`src/rtl/gpg_disp_pkg.sv`:
```
// gpg_disp_pkg -- shared constants for the multiplexed 7-segment time display.
//   - gt_mod edit-field encoding
//   - digit slot indices (scan order 0..7)
//   - segment patterns {g,f,e,d,c,b,a}, active-high (1 = segment lit)
//   - packed shadow struct holding one atomic frame of counter values
package gpg_disp_pkg;

  typedef enum logic [1:0] {
    GT_NONE = 2'd0,
    GT_GIAY = 2'd1,
    GT_PHUT = 2'd2,
    GT_GIO  = 2'd3
  } gt_mod_e;

  // Slot = {field, tens}; field index matches the gt_mod encoding.
  localparam logic [2:0] DIG_PTG_U  = 3'd0;
  localparam logic [2:0] DIG_PTG_T  = 3'd1;
  localparam logic [2:0] DIG_GIAY_U = 3'd2;
  localparam logic [2:0] DIG_GIAY_T = 3'd3;
  localparam logic [2:0] DIG_PHUT_U = 3'd4;
  localparam logic [2:0] DIG_PHUT_T = 3'd5;
  localparam logic [2:0] DIG_GIO_U  = 3'd6;
  localparam logic [2:0] DIG_GIO_T  = 3'd7;

  localparam logic [6:0] SEG_DASH  = 7'h40;
  localparam logic [6:0] SEG_BLANK = 7'h00;

  typedef struct packed {
    logic [6:0] gio;
    logic [6:0] phut;
    logic [6:0] giay;
    logic [6:0] ptgiay;
  } tm_t;

  function automatic logic [6:0] seg_of_bcd(input logic [3:0] d);
    logic [6:0] s;
    case (d)
      4'd0:    s = 7'h3F;
      4'd1:    s = 7'h06;
      4'd2:    s = 7'h5B;
      4'd3:    s = 7'h4F;
      4'd4:    s = 7'h66;
      4'd5:    s = 7'h6D;
      4'd6:    s = 7'h7D;
      4'd7:    s = 7'h07;
      4'd8:    s = 7'h7F;
      4'd9:    s = 7'h6F;
      default: s = SEG_BLANK;
    endcase
    return s;
  endfunction

endpackage

```
`src/rtl/quet_7doan_gpg_if.sv`:
```
// quet_7doan_gpg_if -- display bus between the time counter and the scanner.
//   gt_mod            : edit-field select (0 none, 1 giay, 2 phut, 3 gio)
//   gio/phut/giay/ptgiay : 7-bit binary counter values
//   anode/seg/dp      : registered display drive
// master = counter/driver side, slave = display scanner.
interface quet_7doan_gpg_if;
  logic [1:0] gt_mod;
  logic [6:0] gio;
  logic [6:0] phut;
  logic [6:0] giay;
  logic [6:0] ptgiay;
  logic [7:0] anode;
  logic [6:0] seg;
  logic       dp;

  modport master (output gt_mod, gio, phut, giay, ptgiay,
                  input  anode, seg, dp);
  modport slave  (input  gt_mod, gio, phut, giay, ptgiay,
                  output anode, seg, dp);
endinterface

```
`src/rtl/bin2bcd_99.sv`:
```
// bin2bcd_99 -- 7-bit binary to two BCD digits for values 0..99.
//   bin_i  : binary value
//   tens_o : tens digit (valid when ovf_o = 0)
//   ones_o : units digit (valid when ovf_o = 0)
//   ovf_o  : value is 100 or more
module bin2bcd_99 (
  input  logic [6:0] bin_i,
  output logic [3:0] tens_o,
  output logic [3:0] ones_o,
  output logic       ovf_o
);
  logic [6:0] rem;
  logic [3:0] tens;

  // Nine conditional subtractions cover 0..99; anything left at 10 or
  // more after that means the input was out of range.
  always_comb begin
    rem  = bin_i;
    tens = 4'd0;
    for (int i = 0; i < 9; i++) begin
      if (rem >= 7'd10) begin
        rem  = rem - 7'd10;
        tens = tens + 4'd1;
      end
    end
  end

  assign tens_o = tens;
  assign ones_o = rem[3:0];
  assign ovf_o  = (rem >= 7'd10);
endmodule

```
`src/rtl/quet_7doan_gpg.sv`:
```
// quet_7doan_gpg -- 8-digit multiplexed 7-segment scanner for HH.MM.SS.CC.
//   ckht     : system clock
//   rst      : asynchronous active-low reset
//   ena_scan : one-cycle digit-advance tick
//   ena2hz   : one-cycle blink tick
//   disp     : display bus (slave) -- gt_mod, gio/phut/giay/ptgiay in,
//              anode/seg/dp out, all outputs registered
// Parameters: N_DIGIT (only 8 supported), SEG_ACTIVE_LOW (1 = drive 0 to light).
// Build option: DOT_SEPARATOR_EN lights dp on digits 2, 4, 6; otherwise dp is
// a constant off.
module quet_7doan_gpg
  import gpg_disp_pkg::*;
#(
  parameter int N_DIGIT        = 8,
  parameter bit SEG_ACTIVE_LOW = 1'b1
) (
  input  logic             ckht,
  input  logic             rst,
  input  logic             ena_scan,
  input  logic             ena2hz,
  quet_7doan_gpg_if.slave  disp
);
  localparam logic [6:0]         SEG_OFF = SEG_ACTIVE_LOW ? 7'h7F : 7'h00;
  localparam logic [N_DIGIT-1:0] AN_OFF  = SEG_ACTIVE_LOW ? '1 : '0;
  localparam logic               DP_OFF  = SEG_ACTIVE_LOW;

  logic [2:0]         dig_q;
  logic               blink_q;
  logic [1:0]         gtm_q;
  tm_t                sh_q;
  logic [N_DIGIT-1:0] anode_q, anode_d;
  logic [6:0]         seg_q, seg_d;

  logic [6:0] val_sel;
  logic [3:0] tens, ones, bcd;
  logic       ovf, blink_eff, blank;
  logic [6:0] seg_raw;

  // Scan counter, frame snapshot, blink phase.
  always_ff @(posedge ckht or negedge rst) begin
    if (!rst) begin
      dig_q   <= 3'd0;
      blink_q <= 1'b0;
      gtm_q   <= GT_NONE;
      sh_q    <= '0;
    end else begin
      if (ena_scan) begin
        dig_q <= dig_q + 3'd1;
        // Snapshot on the wrap so the whole next frame shows one time value.
        if (dig_q == DIG_GIO_T)
          sh_q <= tm_t'{gio: disp.gio, phut: disp.phut,
                        giay: disp.giay, ptgiay: disp.ptgiay};
      end
      gtm_q <= disp.gt_mod;
      if (disp.gt_mod != gtm_q) blink_q <= 1'b0;
      else if (ena2hz)          blink_q <= ~blink_q;
    end
  end

  always_comb begin
    case (dig_q[2:1])
      2'd0:    val_sel = sh_q.ptgiay;
      2'd1:    val_sel = sh_q.giay;
      2'd2:    val_sel = sh_q.phut;
      default: val_sel = sh_q.gio;
    endcase
  end

  bin2bcd_99 u_bcd (
    .bin_i  (val_sel),
    .tens_o (tens),
    .ones_o (ones),
    .ovf_o  (ovf)
  );

  assign bcd = dig_q[0] ? tens : ones;

  // Mask the blink phase while gt_mod is changing so a freshly selected
  // field is shown from the very next output update.
  assign blink_eff = blink_q && (disp.gt_mod == gtm_q);
  assign blank     = blink_eff && (disp.gt_mod != GT_NONE) &&
                     (disp.gt_mod == dig_q[2:1]);

  always_comb begin
    if (blank)    seg_raw = SEG_BLANK;
    else if (ovf) seg_raw = SEG_DASH;
    else          seg_raw = seg_of_bcd(bcd);
    seg_d   = SEG_ACTIVE_LOW ? ~seg_raw : seg_raw;
    anode_d = N_DIGIT'(1) << dig_q;
    if (SEG_ACTIVE_LOW) anode_d = ~anode_d;
  end

  always_ff @(posedge ckht or negedge rst) begin
    if (!rst) begin
      anode_q <= AN_OFF;
      seg_q   <= SEG_OFF;
    end else begin
      anode_q <= anode_d;
      seg_q   <= seg_d;
    end
  end

  assign disp.anode = anode_q;
  assign disp.seg   = seg_q;

`ifdef DOT_SEPARATOR_EN
  logic dp_q, dp_d;
  always_comb begin
    dp_d = DP_OFF;
    if (!blank && (dig_q == DIG_GIAY_U || dig_q == DIG_PHUT_U ||
                   dig_q == DIG_GIO_U))
      dp_d = ~DP_OFF;
  end
  always_ff @(posedge ckht or negedge rst) begin
    if (!rst) dp_q <= DP_OFF;
    else      dp_q <= dp_d;
  end
  assign disp.dp = dp_q;
`else
  assign disp.dp = DP_OFF;
`endif

endmodule

```
`src/flat_wrapper.sv`:
```
// flat-port wrapper written by rule: the top's interface ports become plain ports
module quet_7doan_gpg_flat import gpg_disp_pkg::*;
#(
  parameter int N_DIGIT        = 8,
  parameter bit SEG_ACTIVE_LOW = 1'b1
)
  (ckht, rst, ena_scan, ena2hz, disp_gt_mod, disp_gio, disp_phut, disp_giay, disp_ptgiay, disp_anode, disp_seg, disp_dp);
  quet_7doan_gpg_if disp_i ();
  input  logic ckht;
  input  logic rst;
  input  logic ena_scan;
  input  logic ena2hz;
  input wire logic [$bits(disp_i.gt_mod)-1:0] disp_gt_mod;
  input wire logic [$bits(disp_i.gio)-1:0] disp_gio;
  input wire logic [$bits(disp_i.phut)-1:0] disp_phut;
  input wire logic [$bits(disp_i.giay)-1:0] disp_giay;
  input wire logic [$bits(disp_i.ptgiay)-1:0] disp_ptgiay;
  output wire logic [$bits(disp_i.anode)-1:0] disp_anode;
  output wire logic [$bits(disp_i.seg)-1:0] disp_seg;
  output wire logic [$bits(disp_i.dp)-1:0] disp_dp;
  assign disp_i.gt_mod = disp_gt_mod;
  assign disp_i.gio = disp_gio;
  assign disp_i.phut = disp_phut;
  assign disp_i.giay = disp_giay;
  assign disp_i.ptgiay = disp_ptgiay;
  assign disp_anode = disp_i.anode;
  assign disp_seg = disp_i.seg;
  assign disp_dp = disp_i.dp;
  quet_7doan_gpg #(.N_DIGIT(N_DIGIT), .SEG_ACTIVE_LOW(SEG_ACTIVE_LOW)) u_core (.ckht(ckht), .rst(rst), .ena_scan(ena_scan), .ena2hz(ena2hz), .disp(disp_i));
endmodule
```
`config.mk`:
```
export PLATFORM = sky130hd
export DESIGN_NAME = quet_7doan_gpg_flat
export DESIGN_NICKNAME = d
export VERILOG_FILES = /design/src/rtl/gpg_disp_pkg.sv /design/src/rtl/quet_7doan_gpg_if.sv /design/src/rtl/bin2bcd_99.sv /design/src/rtl/quet_7doan_gpg.sv /design/src/flat_wrapper.sv
export SDC_FILE = /design/constraint.sdc
export NUM_CORES = 1
export LEC_CHECK = 0
export BUFFER_PORTS_ARGS = -buffer_cell sky130_fd_sc_hd__buf_2
export CORE_UTILIZATION = 45
export CTS_CLUSTER_DIAMETER = 200
export DETAILED_ROUTE_END_ITERATION = 12
export PLACE_DENSITY_LB_ADDON = 0.3
export SLEW_MARGIN = 0
export SYNTH_ARGS = -nofsm -noshare
export SYNTH_HDL_FRONTEND = slang
export SYNTH_SLANG_ARGS = --single-unit
export TNS_END_PERCENT = 10
```
`constraint.sdc`:
```
create_clock -name ckht -period 15.2 [get_ports ckht]
set_input_delay 0.76 -clock ckht [delete_from_list [all_inputs] [get_ports ckht]]
set_output_delay 0.76 -clock ckht [all_outputs]
set_load 0.03 [all_outputs]
```
==> flow_summary.yaml <==
worst_setup_path:
  cpMaxStageDelayCell: "mux4_4"
  reg2reg_slack_ps: 1230
  worst_path_dominant_cell_family: "compound AO/OA/AOI/OAI gates"
  crit_arrival_ps: 14170
  crit_required_ps: 15390
  worst-path-buf-inv: 6
  reg2reg_depth: 59
  max_stage_delay_ps: 780
  crit_type: "reg2reg"
  crit_path_max_fanout: 16
  rr_startpoint: "u_core.dig_q[1]"
  cpMostUsedCell: "ha_1"
  critPathLaunchType: "flop"
  r2r_end: "u_core.disp.seg[6]"
  cp-end-kind: "flop"
route:
  drc: 0
  drt-initial-drc-count: 293
  wl_per_cell_um: 17.6
  num_vias: 4849
  via_per_inst: 6.34
  dr.pass1.iters: 5
  detail-route-antenna-nets: 0
  wirelength_um: 13500
worst_hold_path:
  worstHoldStart: "u_core.sh_q[26]"
  hold_path_class: "reg2reg"
  min_to: "u_core.sh_q[26]"
  hold-path-cell-count: 1
sta:
  tightest_slew_ps: 1120
  relSlewSlack_pct: 25.0
  drv_slew: 0
  final_hold_viol_count: 0
  min_period_ps: 13970
  clock-skew-final_ps: 4.77
  period_share_pct: 91.9
  setup_viol: 0
  setup_tns_ps: 0
  rsz0062_at_grt: "no"
  max_freq_mhz: 71.6
synth:
  ys_types: 105
  ys_ff_latch: 49
  synth_edf_count: 0
  synth.avg_cell_area_um2: 9.16
  yosysWarnings: 0
  ys_seq_area_share_pct: 23.2
  synth_cells: 585
  netlist_area_um2: 5360
  synthFlopType: "dfrtp_1"
  async_flop_share_pct: 100
  syn_nets: 646
run:
  drv_cap: 0
grt:
  antenna_found_initial: 0
  grt_pass1_vias: 4710
  grt_pass1_wl_um: 22700
  grt_max_degree: 50
  grt_use_total_pct: 21.9
  gr-total-overflow: 0
clock_network:
  clock_sinks: 49
  cts_tree: "yes"
  cts_buffers: 5
  clkSlewWorstSetupHoldPaths_ps: 60
  cts_max_level: 2
  cts-root-buf: "clkbuf_16"
  cts_buffer_depth: 2
  insertion_delay_ps: 280
die:
  die_w_um: 111
  initial_core_util_pct: 46.5
  fp.dieH_um: 111
  rows: 39
  dieArea_um2: 12300
  io_pins: 50
  core_area_um2: 11500
placement:
  io_buffer_count: 48
  dp_hpwl_um: 10400
  gp_congestion: 0.924
cells_and_area:
  layout-drive-gt1-share_pct: 26.8
  final_cell_mix: "nand2_1 (53), buf_2 (48), nor2_1 (36), mux2_2 (35), dfrtp_1 (33)"
  final_common_cell: "nand2_1"
  num_antenna_cells: 0
  final_nets: 682
  area_growth_pct: 8.97
run_status:
  status: "finished, final reports clean"
[synth_stat cells, types with 7 or more instances]
library cell   n  area [um2]
a21o_1        12        90.1
inv_1         23        86.3
o21ai_1       14        70.1
ha_1          27         338
mux2_2        35         394
nand3_1       18        90.1
dfrtp_1       34         851
o211ai_1       7        52.6
a21oi_1       27         135
nand2_1       53         199
dfstp_2       15         394
xnor2_1       17         149
o21a_1         7        52.6
buf_2         11        55.1
a211oi_1       8        60.1
nor2_1        36         135
mux2i_1       10         100
nor3_1         9        45.0
nor2b_1        9        56.3
o21ai_0       20         100
[worst reg2reg max path, delay by kind of cell, from the launching register on]
kind                     cells  cell delay [ps]
multiplexers                 2              960
XOR/XNOR                     3              840
AO/OA/AOI/OAI               22             5300
AND/OR/NAND/NOR             17             3660
adder cells (fa/ha/maj)      9             1990
flip-flops                   1              600
buffers and inverters        6              530
[cell families (layout without fill, tap and decap cells)]
logic type	Yosys count	in the layout	synth area share (%)
flip-flops	49	49	23.2
AO/OA/AOI/OAI	194	194	28.7
other	1	1	0.0700
XOR/XNOR	27	27	5.14
AND/OR/NAND/NOR	180	180	18.6
buffers and inverters	51	88	4.58
adder cells (fa/ha/maj)	27	27	6.31
multiplexers	56	56	13.4
[per-layer routing]
layer  global-route usage (%)  share of wire (%)
met1                     29.7                 45
met2                     36.4                 47
met3                     2.90                5.7
met4                     6.22                2.0
met5                        0                  0
[area by class of cell]
class	instances	area [um2]
flip-flops and latches	49	1250
fillers	1040	5680
well taps	143	179
multi-input cells	485	3870
inverters	28	108
repair buffers	52	270
clock buffers	6	129
clock inverters	2	38.8
[registers in the layout (all words and copies together), names as in the netlist]
| name | cells |
|---|---|
| u_core.dig_q | 3 |
| u_core.gtm_q | 2 |
| u_core.blink_q | 1 |
| u_core.sh_q | 28 |
| u_core.disp.seg | 7 |
| u_core.disp.anode | 8 |
[stage by stage]
step | hold WS [ps] | utilization [%] | cells | setup slack, ps | instance area [um2]
2_1_floorplan | 464 | - | 585 | 3140 | 5360
3_3_place_gp | 485 | 49.0 | 754 | 1180 | 5650
3_5_place_dp | 494 | 49.0 | 754 | 624 | 5650
4_1_cts | 508 | 50.5 | 762 | 590 | 5810
5_1_grt | 513 | 50.7 | 765 | 40.6 | 5840
6_report | 508 | 50.7 | 765 | 1230 | 5840
[timing repair]
item,CTS,global route
setup buffers,0,3
hold buffers,0,0
gates resized for setup,0,2
setup endpoints to repair,0,7
[worst max path at each step]
stage	start	end	depth (start not counted)
2_1_floorplan	u_core.dig_q[1]	u_core.disp.seg[6]	62
3_3_place_gp	u_core.dig_q[1]	u_core.disp.seg[6]	58
3_5_place_dp	u_core.dig_q[1]	u_core.disp.seg[6]	59
4_1_cts	u_core.dig_q[1]	u_core.disp.seg[6]	59
5_1_grt	u_core.dig_q[1]	u_core.disp.seg[6]	59
6_report	u_core.dig_q[1]	u_core.disp.seg[6]	59
Power is left out: the tool's default activity adds up to more than one toggle a clock period on the data nets, which glitch-free logic cannot reach.
